--- src/rtl/efpga_cfg_pkg.sv ---
// Shared types and constants for the eFPGA configuration write scheduler.
package efpga_cfg_pkg;

  // Width of one configuration word on the self-write port.
  localparam int unsigned CFG_WORD_W = 32;

  // Default pacing gap and word buffer depth.
  localparam int unsigned DEFAULT_STROBE_GAP = 2;
  localparam int unsigned DEFAULT_FIFO_DEPTH = 4;

  // Frame sequencing states.
  typedef enum logic [1:0] {
    StIdle,
    StRun,
    StGap,
    StDone
  } cfg_state_e;

endpackage

--- src/rtl/efpga_config_write_scheduler_if.sv ---
// Bundle of the scheduler's control, requester and self-write signals.
interface efpga_config_write_scheduler_if #(
  parameter int unsigned CNT_W = 16
);
  import efpga_cfg_pkg::*;

  logic                  start;
  logic                  abort;
  logic [CNT_W-1:0]      expected_words;
  logic                  req0_valid;
  logic [CFG_WORD_W-1:0] req0_data;
  logic                  req0_ready;
  logic                  req1_valid;
  logic [CFG_WORD_W-1:0] req1_data;
  logic                  req1_ready;
  logic                  SelfWriteStrobe;
  logic [CFG_WORD_W-1:0] SelfWriteData;
  logic [CNT_W-1:0]      word_count;
  logic                  busy;
  logic                  done;

  // Driver side: control and requesters.
  modport master (
    output start, abort, expected_words,
    output req0_valid, req0_data, req1_valid, req1_data,
    input  req0_ready, req1_ready,
    input  SelfWriteStrobe, SelfWriteData, word_count, busy, done
  );

  // Scheduler side.
  modport slave (
    input  start, abort, expected_words,
    input  req0_valid, req0_data, req1_valid, req1_data,
    output req0_ready, req1_ready,
    output SelfWriteStrobe, SelfWriteData, word_count, busy, done
  );

endinterface

--- src/rtl/efpga_cfg_fifo.sv ---
// Synchronous word FIFO with flush; pointers carry an extra wrap bit so
// full and empty are distinguishable without a separate count.
module efpga_cfg_fifo #(
  parameter int unsigned Depth = 4,
  parameter int unsigned Width = 32
) (
  input  logic             clk_i,
  input  logic             resetn_i,
  input  logic             flush_i,
  input  logic             push_i,
  input  logic [Width-1:0] data_i,
  input  logic             pop_i,
  output logic [Width-1:0] data_o,
  output logic             full_o,
  output logic             empty_o
);

  localparam int unsigned AddrW = $clog2(Depth);

  logic [Width-1:0] mem_q [Depth];
  logic [AddrW:0]   wr_ptr_q;
  logic [AddrW:0]   rd_ptr_q;
  logic             push_en;
  logic             pop_en;

  assign empty_o = (wr_ptr_q == rd_ptr_q);
  assign full_o  = (wr_ptr_q[AddrW] != rd_ptr_q[AddrW]) &&
                   (wr_ptr_q[AddrW-1:0] == rd_ptr_q[AddrW-1:0]);
  assign push_en = push_i && !full_o;
  assign pop_en  = pop_i && !empty_o;
  assign data_o  = mem_q[rd_ptr_q[AddrW-1:0]];

  // Storage array; contents need no reset, validity is tracked by the pointers.
  always_ff @(posedge clk_i) begin
    if (push_en) begin
      mem_q[wr_ptr_q[AddrW-1:0]] <= data_i;
    end
  end

  // Read/write pointers with synchronous reset and flush.
  always_ff @(posedge clk_i) begin
    if (!resetn_i || flush_i) begin
      wr_ptr_q <= '0;
      rd_ptr_q <= '0;
    end else begin
      if (push_en) wr_ptr_q <= wr_ptr_q + 1'b1;
      if (pop_en)  rd_ptr_q <= rd_ptr_q + 1'b1;
    end
  end

endmodule

--- src/rtl/efpga_config_write_scheduler.sv ---
// Arbitrates two config word sources into a FIFO and paces them onto the
// eFPGA self-write port, counting words against a programmed frame length.
module efpga_config_write_scheduler
  import efpga_cfg_pkg::*;
#(
  parameter int unsigned FIFO_DEPTH = DEFAULT_FIFO_DEPTH,
  parameter int unsigned STROBE_GAP = DEFAULT_STROBE_GAP,
  parameter int unsigned CNT_W      = 16
) (
  input logic                           CLK,
  input logic                           resetn,
  efpga_config_write_scheduler_if.slave bus
);

  // Gap counter holds STROBE_GAP-1 down to 0; keep at least one bit.
  localparam int unsigned GapW    = (STROBE_GAP > 1) ? $clog2(STROBE_GAP) : 1;
  localparam int unsigned GapLoad = (STROBE_GAP > 0) ? STROBE_GAP - 1 : 0;
  localparam logic [GapW-1:0] GapLoadV = GapW'(GapLoad);

  cfg_state_e            state_q, state_d;
  logic [CNT_W-1:0]      len_q, len_d;
  logic [CNT_W-1:0]      acc_q, acc_d;
  logic [CNT_W-1:0]      iss_q, iss_d;
  logic [GapW-1:0]       gap_q, gap_d;
  logic                  rr_q, rr_d;       // 1: requester 1 wins a tie
  logic                  strobe_q, strobe_d;
  logic [CFG_WORD_W-1:0] data_q, data_d;

  logic                  can_accept;
  logic                  grant0;
  logic                  grant1;
  logic                  push;
  logic [CFG_WORD_W-1:0] push_data;
  logic                  issue;
  logic                  last_word;
  logic [CFG_WORD_W-1:0] fifo_head;
  logic                  fifo_full;
  logic                  fifo_empty;

  // Accept gate and round-robin grant; at most one requester per cycle.
  always_comb begin
    can_accept = resetn && ((state_q == StRun) || (state_q == StGap)) && !fifo_full &&
                 (acc_q < len_q) && !bus.abort;
    grant0     = can_accept && bus.req0_valid && (!bus.req1_valid || !rr_q);
    grant1     = can_accept && bus.req1_valid && (!bus.req0_valid || rr_q);
    push       = grant0 || grant1;
    push_data  = grant1 ? bus.req1_data : bus.req0_data;
    issue      = (state_q == StRun) && !fifo_empty && !bus.abort;
  end

  efpga_cfg_fifo #(
    .Depth (FIFO_DEPTH),
    .Width (CFG_WORD_W)
  ) u_fifo (
    .clk_i    (CLK),
    .resetn_i (resetn),
    .flush_i  (bus.abort),
    .push_i   (push),
    .data_i   (push_data),
    .pop_i    (issue),
    .data_o   (fifo_head),
    .full_o   (fifo_full),
    .empty_o  (fifo_empty)
  );

  // Next-state logic for the frame FSM, counters and the write port.
  always_comb begin
    state_d   = state_q;
    len_d     = len_q;
    acc_d     = acc_q + CNT_W'(push);
    iss_d     = iss_q;
    gap_d     = gap_q;
    rr_d      = rr_q;
    strobe_d  = 1'b0;
    data_d    = data_q;
    last_word = ((iss_q + CNT_W'(1)) == len_q);

    if (grant0) rr_d = 1'b1;
    if (grant1) rr_d = 1'b0;

    if (bus.abort) begin
      // Abort beats start, accept and issue; word_count is left visible.
      state_d = StIdle;
      gap_d   = '0;
    end else begin
      unique case (state_q)
        StIdle, StDone: begin
          if (bus.start) begin
            len_d   = bus.expected_words;
            acc_d   = '0;
            iss_d   = '0;
            gap_d   = '0;
            state_d = (bus.expected_words == '0) ? StDone : StRun;
          end
        end
        StRun: begin
          if (issue) begin
            strobe_d = 1'b1;
            data_d   = fifo_head;
            iss_d    = iss_q + CNT_W'(1);
            gap_d    = GapLoadV;
            // The final word ends the frame immediately, without a trailing gap.
            if (last_word) begin
              state_d = StDone;
            end else if (STROBE_GAP != 0) begin
              state_d = StGap;
            end
          end
        end
        StGap: begin
          if (gap_q == '0) begin
            state_d = StRun;
          end else begin
            gap_d = gap_q - 1'b1;
          end
        end
        default: state_d = StIdle;
      endcase
    end
  end

  // State and output registers with synchronous active-low reset.
  always_ff @(posedge CLK) begin
    if (!resetn) begin
      state_q  <= StIdle;
      len_q    <= '0;
      acc_q    <= '0;
      iss_q    <= '0;
      gap_q    <= '0;
      rr_q     <= 1'b0;
      strobe_q <= 1'b0;
      data_q   <= '0;
    end else begin
      state_q  <= state_d;
      len_q    <= len_d;
      acc_q    <= acc_d;
      iss_q    <= iss_d;
      gap_q    <= gap_d;
      rr_q     <= rr_d;
      strobe_q <= strobe_d;
      data_q   <= data_d;
    end
  end

  assign bus.req0_ready      = grant0;
  assign bus.req1_ready      = grant1;
  assign bus.SelfWriteStrobe = strobe_q;
  assign bus.SelfWriteData   = data_q;
  assign bus.word_count      = iss_q;
  assign bus.busy            = (state_q == StRun) || (state_q == StGap);
  assign bus.done            = (state_q == StDone);

endmodule

--- src/flat_wrapper.sv ---
// flat-port wrapper written by rule: the top's interface ports become plain ports
module efpga_config_write_scheduler_flat import efpga_cfg_pkg::*;
#(
  parameter int unsigned FIFO_DEPTH = DEFAULT_FIFO_DEPTH,
  parameter int unsigned STROBE_GAP = DEFAULT_STROBE_GAP,
  parameter int unsigned CNT_W      = 16
)
  (CLK, resetn, bus_start, bus_abort, bus_expected_words, bus_req0_valid, bus_req0_data, bus_req1_valid, bus_req1_data, bus_req0_ready, bus_req1_ready, bus_SelfWriteStrobe, bus_SelfWriteData, bus_word_count, bus_busy, bus_done);
  efpga_config_write_scheduler_if #(.CNT_W(CNT_W)) bus_i ();
  input logic CLK;
  input logic resetn;
  input wire logic [$bits(bus_i.start)-1:0] bus_start;
  input wire logic [$bits(bus_i.abort)-1:0] bus_abort;
  input wire logic [$bits(bus_i.expected_words)-1:0] bus_expected_words;
  input wire logic [$bits(bus_i.req0_valid)-1:0] bus_req0_valid;
  input wire logic [$bits(bus_i.req0_data)-1:0] bus_req0_data;
  input wire logic [$bits(bus_i.req1_valid)-1:0] bus_req1_valid;
  input wire logic [$bits(bus_i.req1_data)-1:0] bus_req1_data;
  output wire logic [$bits(bus_i.req0_ready)-1:0] bus_req0_ready;
  output wire logic [$bits(bus_i.req1_ready)-1:0] bus_req1_ready;
  output wire logic [$bits(bus_i.SelfWriteStrobe)-1:0] bus_SelfWriteStrobe;
  output wire logic [$bits(bus_i.SelfWriteData)-1:0] bus_SelfWriteData;
  output wire logic [$bits(bus_i.word_count)-1:0] bus_word_count;
  output wire logic [$bits(bus_i.busy)-1:0] bus_busy;
  output wire logic [$bits(bus_i.done)-1:0] bus_done;
  assign bus_i.start = bus_start;
  assign bus_i.abort = bus_abort;
  assign bus_i.expected_words = bus_expected_words;
  assign bus_i.req0_valid = bus_req0_valid;
  assign bus_i.req0_data = bus_req0_data;
  assign bus_i.req1_valid = bus_req1_valid;
  assign bus_i.req1_data = bus_req1_data;
  assign bus_req0_ready = bus_i.req0_ready;
  assign bus_req1_ready = bus_i.req1_ready;
  assign bus_SelfWriteStrobe = bus_i.SelfWriteStrobe;
  assign bus_SelfWriteData = bus_i.SelfWriteData;
  assign bus_word_count = bus_i.word_count;
  assign bus_busy = bus_i.busy;
  assign bus_done = bus_i.done;
  efpga_config_write_scheduler #(.FIFO_DEPTH(FIFO_DEPTH), .STROBE_GAP(STROBE_GAP), .CNT_W(CNT_W)) u_core (.CLK(CLK), .resetn(resetn), .bus(bus_i));
endmodule
--- config.mk ---
export PLATFORM = sky130hd
export DESIGN_NAME = efpga_config_write_scheduler_flat
export DESIGN_NICKNAME = d
export VERILOG_FILES = /design/src/rtl/efpga_cfg_pkg.sv /design/src/rtl/efpga_config_write_scheduler_if.sv /design/src/rtl/efpga_cfg_fifo.sv /design/src/rtl/efpga_config_write_scheduler.sv /design/src/flat_wrapper.sv
export SDC_FILE = /design/constraint.sdc
export NUM_CORES = 1
export LEC_CHECK = 0
export CORE_MARGIN = 10
export CORE_UTILIZATION = 45
export CTS_BUF_LIST = sky130_fd_sc_hd__clkbuf_2
export DETAILED_ROUTE_END_ITERATION = 16
export PLACE_DENSITY = 0.68
export SLEW_MARGIN = 20
export SYNTH_ARGS = -nofsm -noshare
export SYNTH_HDL_FRONTEND = slang
export SYNTH_SLANG_ARGS = --single-unit
--- constraint.sdc ---
create_clock -name CLK -period 5.13 [get_ports CLK]
set_input_delay 1.026 -clock CLK [delete_from_list [all_inputs] [get_ports CLK]]
set_output_delay 1.026 -clock CLK [all_outputs]
set_load 0.03 [all_outputs]
======== Word level (Yosys, flattened, before mapping) ========
Memories as Yosys holds them, arrays and structs flattened. A register that Yosys moved wholly into a read port is not among the register bits.
Index checks and enable logic that the tools add are counted.
operators by class
  add/sub/neg operators ................... 5
  order comparisons ....................... 1
  eq/ne operators ......................... 10
  multiplexer cells ....................... 20
  bitwise gates (word level) .............. 3
  reductions and logical operators ........ 38
operators with widths
  operator                                                         number
  16-bit 2-to-1 mux                                                5
  32-bit 2-to-1 mux                                                1
  16-bit one-hot mux with 2 select lines                           1
  16-bit by 1-bit adder with 16-bit output                         1
  16-bit by 1-bit adder with 16-bit output, second input constant  1
  16-bit equality test                                             1
  16-bit logical NOT                                               1
  16-bit < comparator                                              1
  1-bit logical AND                                                13
  3-bit AND reduction                                              3
  1-bit logical NOT                                                8
  2-bit 2-to-1 mux                                                 4
  1-bit 2-to-1 mux                                                 7
  3-bit by 1-bit adder with 3-bit output, second input constant    2
  2-bit != test, second input constant                             3
  2-bit one-hot mux with 3 select lines                            1
  2-bit OR reduction                                               3
  1-bit logical OR                                                 5
  2-bit equality test, second input constant                       2
  4-bit AND reduction                                              1
  3-bit equality test                                              1
  1-bit NOT                                                        3
  1-bit one-hot mux with 3 select lines                            1
  3-bit OR reduction                                               1
  other kinds (7)                                                  7
word-level totals
  bits in registers ....................... 59
  memory bits (writable) .................. 128
  output and inout bits ................... 53
  word-level logic and storage cells ...... 87
  memories kept ........................... 1
memories
  memory               words  bits a word  read ports  clocked after memory_dff  wr ports  line                  source
  u_core.u_fifo.mem_q  4      32           1           1                         1         efpga_cfg_fifo.sv:20  logic [Width-1:0] mem_q [Depth];

======== Logic depth before layout (Yosys ltp) ========
Gate-level depths: netlist of the first run.
  depth in word-level cells ............... 13
  gate-level depth with buffers ........... 14

======== By module ========
A second synthesis of the first run with hierarchy kept.
unflattened totals
  cell total of the unflattened synthesis .. 823
  area, all modules ....................... 10009.6 um^2
modules (own cells, without submodules)
  module                        times used  cells each  area each (um^2)
  efpga_cfg_fifo                1           234         5183.7
  efpga_config_write_scheduler  1           589         4825.9

======== Least setup slack after synthesis of the first run ========
OpenSTA, ideal clock, no wires.
  path kind ............................... in2out
  start ................................... in bus_abort
  end ..................................... out bus_req1_ready
  arrival ................................. 2.696 ns
  path slack .............................. 1.408 ns
  stages on the path ...................... 10
  path buffers ............................ 4
  path through ............................ clkbuf_1 > nand2b_1 > clkbuf_1 > nor3_1 > o221a_2 > o221ai_2 > or2_1 > buf_6 > buf_12 > inv_1
between the ends
  longest elaborated chain between the ends .. 4
RTL lines
  what                            line                                source
  start, declared                 flat_wrapper.sv:13                  input wire logic [$bits(bus_i.abort)-1:0] bus_abort;
  1-bit logical NOT               efpga_config_write_scheduler.sv:43  (acc_q < len_q) && !bus.abort;
  1-bit logical AND               efpga_config_write_scheduler.sv:43
  1-bit logical AND (2 in a row)  efpga_config_write_scheduler.sv:45  grant1 = can_accept && bus.req1_valid && (!bus.req0_valid || rr_q);
  end, declared                   flat_wrapper.sv:20                  output wire logic [$bits(bus_i.req1_ready)-1:0] bus_req1_ready;
No other way between the ends.

======== Worst setup path in the final report of the first run ========
  start ................................... reg u_core.len_q[5]
  end ..................................... out bus_req0_ready
between the ends
  longest elaborated chain between the ends .. 5
RTL lines
  what                            line                                 source
  start, declared                 efpga_config_write_scheduler.sv:21   logic [CNT_W-1:0] len_q, len_d;
  start signal, assigned          efpga_config_write_scheduler.sv:135  len_q <= len_d;
  16-bit < comparator             efpga_config_write_scheduler.sv:43
  1-bit logical AND               efpga_config_write_scheduler.sv:42   can_accept = resetn && ((state_q == StRun) || (state_q == StGap)) && !fifo_full &&
  1-bit logical AND               efpga_config_write_scheduler.sv:43
  1-bit logical AND (2 in a row)  efpga_config_write_scheduler.sv:44   grant0 = can_accept && bus.req0_valid && (!bus.req1_valid || !rr_q);
  end, declared                   flat_wrapper.sv:19                   output wire logic [$bits(bus_i.req0_ready)-1:0] bus_req0_ready;
No other way between the ends.

==> flow_summary_export.csv, run 1 <==
group,metric,value,unit
run_status,status,"completed",
synthesis,syn_avg_cell_area,12.4,um2
global_routing,grt_pass1_vias,7005,
layout,fillers,1891,
placed_design,dpl.hpwl,15000,um
critical_path,cp_cell_sequence,"inv_1 -> ha_1 -> a21o_1 -> a21o_1 -> a221oi_2 -> o221ai_2 -> nor2_1 -> and2_1 -> clkdlybuf4s50_1",
routing,totalWireLength,22700,um
global_routing,grt-busiest-layer,"met2",
critical_path,slowest_delay,0.66,ns
timing,fin_crit_sh,0.870,
global_routing,grt_util_met1,0.187,
synthesis,synthTopCellsByArea,"edfxtp_1 39%, dfxtp_1 18%, mux4_2 7.3%",
timing,drv_slew,0,
critical_path,worstSetupEndpointType,"output pin",
timing,setup_violations,0,
routing,drt_pass1_iterations,4,
layout,final_util,0.552,
timing,hold_violations,0,
placed_design,gp_congestion,0.880,
critical_path,crit_required,4.10,ns
global_routing,grt-ovfl-total,0,
global_routing,grt_use_total,0.160,
power_and_ir_drop,p_per_area,272,mW/mm2
routing,drt_iter0_drc,356,
cts,cts_sinks,219,
power_and_ir_drop,power_frac_clock,0.350,
power_and_ir_drop,switching_share,0.249,
critical_path,slowest_stage,"clkdlybuf4s50_1",
routing,routedWlPerCell,17.7,um
synthesis,synth_top_area_frac,0.387,
synthesis,synth_cells,799,
cts,ctsLongestPathBuffers,3,
power_and_ir_drop,power_frac_comb,0.074,
min_path,hp-class,"flop to flop",
floorplanning,die_x,169,um
timing,fin_skew,0.0520,ns
synthesis,netlist_area,0.00993,mm2
placed_design,io_buffers,138,
cts,worstSkewPairLatency,0.80,ns
global_routing,use_met2,0.275,
layout,syn2layout_area_growth,20.9,%
timing,clock.fmax,224,MHz
routing,drc,0,
synthesis,synth_cell_types,51,
synthesis,yosysWarnings,0,
global_routing,use_met3,0.0459,
routing,vias,6579,
floorplanning,rows,54,
critical_path,crit_path_start_kind,"flop",
timing,slew_headroom,0.356,
global_routing,grt_max_degree,70,
cts,cts_root_buffer,"clkbuf_2",
synthesis,ys.flop_type,"edfxtp_1",
power_and_ir_drop,p_sw,0.815,mW
global_routing,grt_first_pass_wirelength,37000,um
timing,max_slew.worst_pin.slew,0.965,ns
critical_path,path_class,"flop to output pin",
layout,regArea,0.00567,mm2
power_and_ir_drop,power,3.27,mW
floorplanning,initial_core_util,0.457,
cts,cts-buffers-inserted,56,
timing,period_needed,4.47,ns
synthesis,ys_ff_latch,219,
power_and_ir_drop,leakage,4.23,nW
critical_path,worstPathMaxFanout,7,
layout,drive_above_1_share,0.182,
timing,rsz0062_at_grt,"no",
cts,cts_max_level,2,
power_and_ir_drop,ir_drop,142,uV
synthesis,yosysTopAreaCell,"edfxtp_1",
synthesis,synth_nets,911,
synthesis,synth_common_cells,"134 x nand2_1, 128 x edfxtp_1, 91 x dfxtp_1",
synthesis,ys_seq_area_frac,0.570,
cts,post-cts-setup-buffer-count,0,
floorplanning,io_pins,139,
layout,multi_input_area,0.00395,mm2
floorplanning,die_area,0.0284,mm2
critical_path,path_common_cell,"a21o_1",
floorplanning,fp.dieH,169,um
timing,setup_tns,0,ns
power_and_ir_drop,sequentialPowerShare,0.577,
job,cap_violations,0,
floorplanning,coreArea,0.0218,mm2
routing,via_per_inst,5.12,
cts,clk_pin_slew_worst_paths,0.10,ns
synthesis,synth_edf_count,128,
global_routing,antenna_found_initial,1,
layout,nNetsFinal,1071,
routing,ant_nets,0,
cts,cts-resized-gates,0,
synthesis,yosysMostFrequentCell,"nand2_1",
synthesis,synth-async-reset-ratio,0,
cts,cts_tree,"done",
timing,hold_slack,0.472,ns
power_and_ir_drop,p_int,2.45,mW
cts,holdBufCountCts,0,
critical_path,crit_arrival,3.44,ns
cell families (layout without fill, tap and decap cells):
kind of cell | Yosys count | count (layout) | share of synthesized area
compound gates | 110 | 110 | 0.0807
xor+xnor | 41 | 41 | 0.0361
fa+ha+maj | 26 | 26 | 0.0327
buf+inv | 70 | 276 | 0.0330
flops | 219 | 219 | 0.570
mux | 71 | 71 | 0.127
other cells | 0 | 1 | 0
simple gates | 262 | 262 | 0.120
registers in the layout (all words and copies together) (netlist names):
signal,flops
u_core.rr_q,1
u_core.u_fifo.wr_ptr_q,3
u_core.state_q,2
u_core.u_fifo.mem_q,128
u_core.u_fifo.rd_ptr_q,3
u_core.gap_q,1
u_core.len_q,16
u_core.bus.SelfWriteData,32
u_core.bus.SelfWriteStrobe,1
u_core.bus.word_count,16
u_core.acc_q,16
area by class of cell:
type,instances,area share
clock buffer,86,0.0358
timing repair buffer,147,0.120
clock inverter,18,0.00666
antenna,1,0.000208
inverter,25,0.00781
tap,280,0.0292
sequential,219,0.472
multi-input combinational,510,0.329
final timing paths:
kind,end,startpoint,slack (ns),cells after the start
worst max-delay path,bus_req0_ready,u_core.len_q[5]$_SDFFE_PN0P_,0.66,9
worst min-delay path,u_core.bus.SelfWriteData[7]$_SDFFE_PN0P_,u_core.bus.SelfWriteData[7]$_SDFFE_PN0P_,0.47,2
worst max register to register,u_core.acc_q[15]$_SDFF_PN0_,u_core.len_q[9]$_SDFFE_PN0P_,1.88,14
worst min register to register,u_core.bus.SelfWriteData[7]$_SDFFE_PN0P_,u_core.bus.SelfWriteData[7]$_SDFFE_PN0P_,0.47,2
metal layers:
| metal | wire (um) | part of all wire |
|---|---|---|
| met1 | 9480 | 0.42 |
| met2 | 11300 | 0.50 |
| met3 | 1510 | 0.067 |
| met4 | 467 | 0.021 |
| met5 | 0 | 0 |
power by group through the flow:
| stage | registers, mW | logic, mW | clock network [mW] |
|---|---|---|---|
| floorplan | 1.92 | 0.131 | 0 |
| global placement | 1.92 | 0.239 | 0 |
| detailed placement | 1.93 | 0.242 | 0 |
| CTS | 1.88 | 0.243 | 1.19 |
| global route | 1.89 | 0.264 | 1.29 |
| finish | 1.88 | 0.240 | 1.14 |
through the flow:
| stage | cell area (um2) | worst slack [ns] | std cells |
|---|---|---|---|
| floorplan | 9930 | 1.41 | 799 |
| global placement | 11500 | 0.873 | 1181 |
| detailed placement | 11500 | 0.855 | 1181 |
| CTS | 12000 | 0.557 | 1285 |
| global route | 12000 | 0.451 | 1286 |
| finish | 12000 | 0.665 | 1286 |
critical path: cells and delay by family (launching register included):
| family | cells | cell delay (ns) |
|---|---|---|
| compound gates | 4 | 0.86 |
| fa+ha+maj | 1 | 0.29 |
| buf+inv | 2 | 0.74 |
| flops | 1 | 0.47 |
| simple gates | 2 | 0.28 |
placed cells by master (no fill, tap or decap), types with 2 or more instances in the layout:
master / synthesis / layout
a31oi_1: 4 / 4
edfxtp_1: 128 / 128
clkinv_2: 0 / 2
o21a_1: 2 / 2
o221a_2: 3 / 3
and2_1: 6 / 2
mux2_4: 29 / 29
nor2b_1: 14 / 14
a21boi_0: 49 / 49
and2_2: 0 / 4
o21ai_0: 9 / 9
ha_1: 26 / 26
nand3_1: 15 / 15
clkinv_1: 0 / 13
nand4_1: 12 / 12
a22oi_1: 2 / 2
dfxtp_1: 91 / 89
a21oi_1: 22 / 22
nand3b_1: 3 / 3
nand2_1: 134 / 134
clkbuf_2: 0 / 86
and3_1: 10 / 10
nor3_1: 14 / 14
nor2_1: 34 / 33
xnor2_1: 26 / 26
or2_2: 3 / 4
dfxtp_2: 0 / 2
a21o_1: 6 / 6
nand2b_1: 4 / 4
mux2_2: 3 / 3
mux2i_1: 7 / 7
clkdlybuf4s50_1: 0 / 136
nor4_1: 7 / 7
buf_4: 0 / 10
mux4_2: 32 / 32
inv_1: 25 / 25
xor2_1: 15 / 15
and4_1: 2 / 2
a211oi_1: 3 / 3
Note: power is estimated with default switching activity, not from simulation.
==> inputs of run 2 (changes only) <==
--- a/config.mk
+++ b/config.mk
@@ -5,11 +5,13 @@
 export SDC_FILE = /design/constraint.sdc
 export NUM_CORES = 1
 export LEC_CHECK = 0
-export CORE_MARGIN = 10
+export CELL_PAD_IN_SITES_DETAIL_PLACEMENT = 0
+export CELL_PAD_IN_SITES_GLOBAL_PLACEMENT = 1
+export CORE_MARGIN = 2
 export CORE_UTILIZATION = 45
 export CTS_BUF_LIST = sky130_fd_sc_hd__clkbuf_2
 export DETAILED_ROUTE_END_ITERATION = 16
-export PLACE_DENSITY = 0.68
+export PLACE_DENSITY_LB_ADDON = 0.1
 export SLEW_MARGIN = 20
 export SYNTH_ARGS = -nofsm -noshare
 export SYNTH_HDL_FRONTEND = slang
==> run 2 against run 1 <==
  * Critical path depth stayed put
  * Count of clock-buffer cells in the layout is 1 higher
  * First-iteration DRC count is 16% lower
  * Sequential share of layout area is 0.12 points higher
  * Non-clock buffer count is 2 lower
  * Hold slack worse by 0.0025 ns
  * Sequential cell count stayed put
  * Wire length is 2.6% lower
  * Fmax is 2.2% lower
  * Global-route usage is 3.2 points higher
  * Die area is 18% lower
  * Sequential power hardly changed
==> flow_summary_export.csv, run 2 (synthesis results as in run 1) <==
group,metric,value,unit
timing,setup_ws,0.565,ns
global_routing,grt_pass1_vias,7008,
timing,setup_tns,0,ns
floorplanning,io_pins,139,
min_path,hp-class,"flop to flop",
placed_design,dp_slack,0.779,ns
placed_design,dpl-instance-area,0.0115,mm2
layout,fillers,1890,
cts,cts_max_level,2,
timing,period_needed,4.57,ns
routing,vias,6690,
cts,post-cts-setup-buffer-count,0,
floorplanning,rows,54,
global_routing,grt-ovfl-total,0,
layout,nNetsFinal,1068,
min_path,worst_hold_startpoint,"u_core.bus.SelfWriteData[10]$_SDFFE_PN0P_",
cts,cts_root_buffer,"clkbuf_2",
cts,worstSkewPairLatency,0.84,ns
cts,cts-buffers-inserted,55,
floorplanning,fp.dieH,153,um
critical_path,reg2reg_from,"u_core.len_q[1]$_SDFFE_PN0P_",
placed_design,dp_cells,1179,
critical_path,crit_path_start_kind,"flop",
layout,final_cell_mix,"136 x clkdlybuf4s50_1, 134 x nand2_1, 128 x edfxtp_1",
floorplanning,die_area,0.0233,mm2
timing,drv_slew,0,
layout,postLayoutCellArea,0.0120,mm2
critical_path,worstPathMaxFanout,3,
job,cap_violations,0,
global_routing,grt_first_pass_wirelength,35800,um
layout,regArea,0.00567,mm2
routing,drc,0,
cts,ctsLongestPathBuffers,3,
routing,drt_iter0_drc,299,
critical_path,crit_required,4.10,ns
timing,fin_skew,0.0815,ns
cts,holdBufCountCts,0,
layout,multi_input_area,0.00395,mm2
global_routing,grt_max_degree,70,
power_and_ir_drop,leakage,4.21,nW
cts,clk_pin_slew_worst_paths,0.10,ns
critical_path,critPathLaunch,"u_core.len_q[1]$_SDFFE_PN0P_",
routing,drt_pass1_iterations,5,
floorplanning,coreArea,0.0218,mm2
layout,largest_reg_flops,128,
timing,slew_headroom,0.362,
layout,syn2layout_area_growth,20.6,%
power_and_ir_drop,p_per_area,272,mW/mm2
placed_design,io_buffers,138,
critical_path,path_class,"flop to output pin",
global_routing,grt_use_total,0.192,
timing,fin_crit_sh,0.890,
timing,rsz0062_at_grt,"no",
layout,fin_cells,1279,
critical_path,worstSetupEndpointType,"output pin",
cts,cts-resized-gates,0,
power_and_ir_drop,ir_drop,176,uV
placed_design,gp_congestion,0.855,
routing,totalWireLength,22100,um
cts,cts_sinks,219,
layout,final_util,0.551,
routing,via_per_inst,5.23,
floorplanning,initial_core_util,0.457,
timing,setup_violations,0,
global_routing,antenna_found_initial,1,
cts,cts_tree,"done",
layout,final_common_cell,"clkdlybuf4s50_1",
floorplanning,die_x,153,um
timing,clock.fmax,219,MHz
routing,ant_nets,0,
placed_design,dpl.hpwl,14500,um
run_status,status,"completed",
critical_path,crit_arrival,3.54,ns
routing,routedWlPerCell,17.3,um
timing,max_slew.worst_pin.slew,0.957,ns
layout,drive_above_1_share,0.179,
timing,hold_violations,0,
## run 2: changes by cell type in the layout (fill, tap and decap cells not counted), sizes merged
cell    change
inv         -2
clkbuf      +1
clkinv      -4
buf         -2
## run 2: path summary, 6_finish.rpt
path | cells past startpoint | endpoint | slack, ns
max | 9 | bus_req0_ready | 0.56
min | 2 | u_core.bus.SelfWriteData[10]$_SDFFE_PN0P_ | 0.47
max reg2reg | 13 | u_core.acc_q[15]$_SDFF_PN0_ | 1.79
min reg2reg | 2 | u_core.bus.SelfWriteData[10]$_SDFFE_PN0P_ | 0.47
## run 2: through the flow
stage / total power [mW] / hold slack [ns]
floorplan: 2.05 / 0.443
global placement: 2.16 / 0.456
detailed placement: 2.17 / 0.464
CTS: 3.31 / 0.475
global route: 3.42 / 0.493
finish: 3.25 / 0.469
## run 2: power breakdown
part	total [mW]	switching (mW)	internal [mW]
clock	1.13	0.683	0.448
combinational	0.239	0.111	0.128
sequential	1.89	0.0138	1.87
## run 2: layer usage
metal  track usage  vias to the layer above  routed length, um
li1              -                     3236                  -
met1         0.237                     3226               9430
met2         0.335                      189              11100
met3        0.0441                       39               1160
met4        0.0613                        0                422
met5             0                        -                  0
## run 2: layout make-up
type / count / area share
Sequential cell: 219 / 0.473
Timing Repair Buffer: 145 / 0.119
Inverter: 25 / 0.00783
Tap cell: 280 / 0.0292
Clock inverter: 12 / 0.00459
Antenna cell: 1 / 0.000209
Clock buffer: 87 / 0.0363
Multi-Input combinational cell: 510 / 0.330
## run 2: critical path, cell delays in order (launching register included)
cell and delay, ns:
dfxtp_1 0.44, inv_1 0.07, ha_1 0.27, a21o_1 0.16, a211o_1 0.30, a221oi_2 0.40
o221ai_2 0.19, nor2_1 0.14, and2_1 0.14, clkdlybuf4s50_1 0.66
==> edit, RTL diff (config.mk and constraints of run 2) <==
Make the reset (`resetn`) asynchronous in one clocked block. Comments in the files are not updated.
--- a/src/rtl/efpga_config_write_scheduler.sv
+++ b/src/rtl/efpga_config_write_scheduler.sv
@@ -121,5 +121,5 @@
 
   // State and output registers with synchronous active-low reset.
-  always_ff @(posedge CLK) begin
+  always_ff @(posedge CLK or negedge resetn) begin
     if (!resetn) begin
       state_q  <= StIdle;
Check against the original RTL: differs if resetn is asserted again (counterexample within 4 cycles, from zero or initial values and one cycle with resetn low); with resetn held inactive, the same outputs for 4 cycles.
==> edit against run 2 <==
Fmax increased by 1.1%. Die area increased by 0.56%. Critical path depth unchanged. Sequential cell count unchanged. Routed wire length increased by 3.8%. Cell area increased by 1.6%. Hold slack got worse by 180 ps. Setup slack improved by 49 ps. Synthesized area increased by 0.58%. Count of clock-buffer cells in the layout decreased by 4. First-iteration DRC count decreased by 0.67%.
Power is not compared: it rests on default switching activity, and its combinational part moved more than twofold at a synthesized area within 25%.
==> edit: results (changes against run 2) <==
pre-CTS setup slack 738 ps (was 779 ps); worst min-delay path class in2async (was reg2reg); worst-margin pin slew 976 ps (was 957 ps); Post-Synth XOR/XNOR Area 2.80% (was 3.61%); complex-gate fraction of the synthesized area 6.30% (was 8.07%); routability cong. 0.818 (was 0.855); Hold Slack 294 ps (was 469 ps); fraction of layout cells with a size suffix above 1 22.4% (was 17.9%); RR Startpoint u_core.len_q[7]$_DFFE_PN0P_ (was u_core.len_q[1]$_SDFFE_PN0P_); reg2reg setup slack 1720 ps (was 1790 ps); crit path max fanout 8 (was 3); crit path to bus_req0_ready (unchanged); drt via density 5.42 (was 5.23); final clock skew 44.3 ps (was 81.5 ps); Seq/Total Area, Yosys 61.0% (was 57.0%); Post CTS Setup Buffer Count 0 (unchanged); syn avg cell area 14.0 um2 (was 12.4 um2); post-synthesis mux area share 15.0% (was 12.7%); Clock Latency Late Sink 810 ps (was 840 ps); vias in the first global route 6920 (was 7008); maximum number of pins on one net before global-route repair 52 (was 70); WP data arrival 3490 ps (was 3540 ps); post-synthesis adder-cell area fraction 3.26% (was 3.27%); first-pass GRT wire length 36700 um (was 35800 um); final core utilization 55.8% (was 55.1%); distinct cell type count of the synthesized netlist 61 (was 51); First-pass DRT Iterations 4 (was 5); DR WL/cell 18.9 um (was 17.3 um); antenna violations before repair 1 (unchanged); Synth Net Count 825 (was 911); fin nets 999 (was 1068); Total Routing Usage GR 20.0% (was 19.2%); FMAX 0.221 GHz (was 0.219 GHz); FILL cells 1866 (was 1890); placed instance area 11700 um2 (was 11500 um2); DP HPWL 15100 um (was 14500 um); ys async rst share 38.8% (was 0%); synth cell count leaders edfxtp_1 (128), dfrtp_1 (85), mux2_2 (63) (was nand2_1 (134), edfxtp_1 (128), dfxtp_1 (91)); DRT iter0 DRCs 297 (was 299); run status finished clean (unchanged); placed cells 1109 (was 1179)
-- edit: changes by cell type after synthesis, sizes merged, moves of 8 or more --
cell and change:
a21boi -49, mux2 +33, clkbuf -20, nor2b -11, o21ai +41, dfrtp +85
buf +9, dfxtp -85, o31ai +8, xnor2 -10, nand2 -87
-- edit: critical path, cell delays in order, from the launching register on --
cell and delay [ps]:
dfrtp_1 430, inv_1 120, ha_1 300, nand2_1 60, o21ai_0 170, a21oi_1 90, a21oi_1 610, nor3_1 140
and2_1 200, clkdlybuf4s50_1 590
-- edit: cell type report --
cell class,count,area (um2),share of cell area [%]
antenna,1,2.50,0.0205
clock buffer,83,415,3.41
clock inverter,23,98.8,0.811
inverter,29,109,0.894
multi-input combinational,431,3640,29.9
sequential,219,6090,50.0
tap,280,350,2.88
timing repair buffer,150,1470,12.1
-- edit: per-layer routing --
metal	share of wire, %	GRT usage (%)	up-vias
met4	1.5	6.04	0
met1	42	25.4	3303
li1	-	-	3070
met5	0	0	-
met2	51	34.5	196
met3	5.0	4.54	26
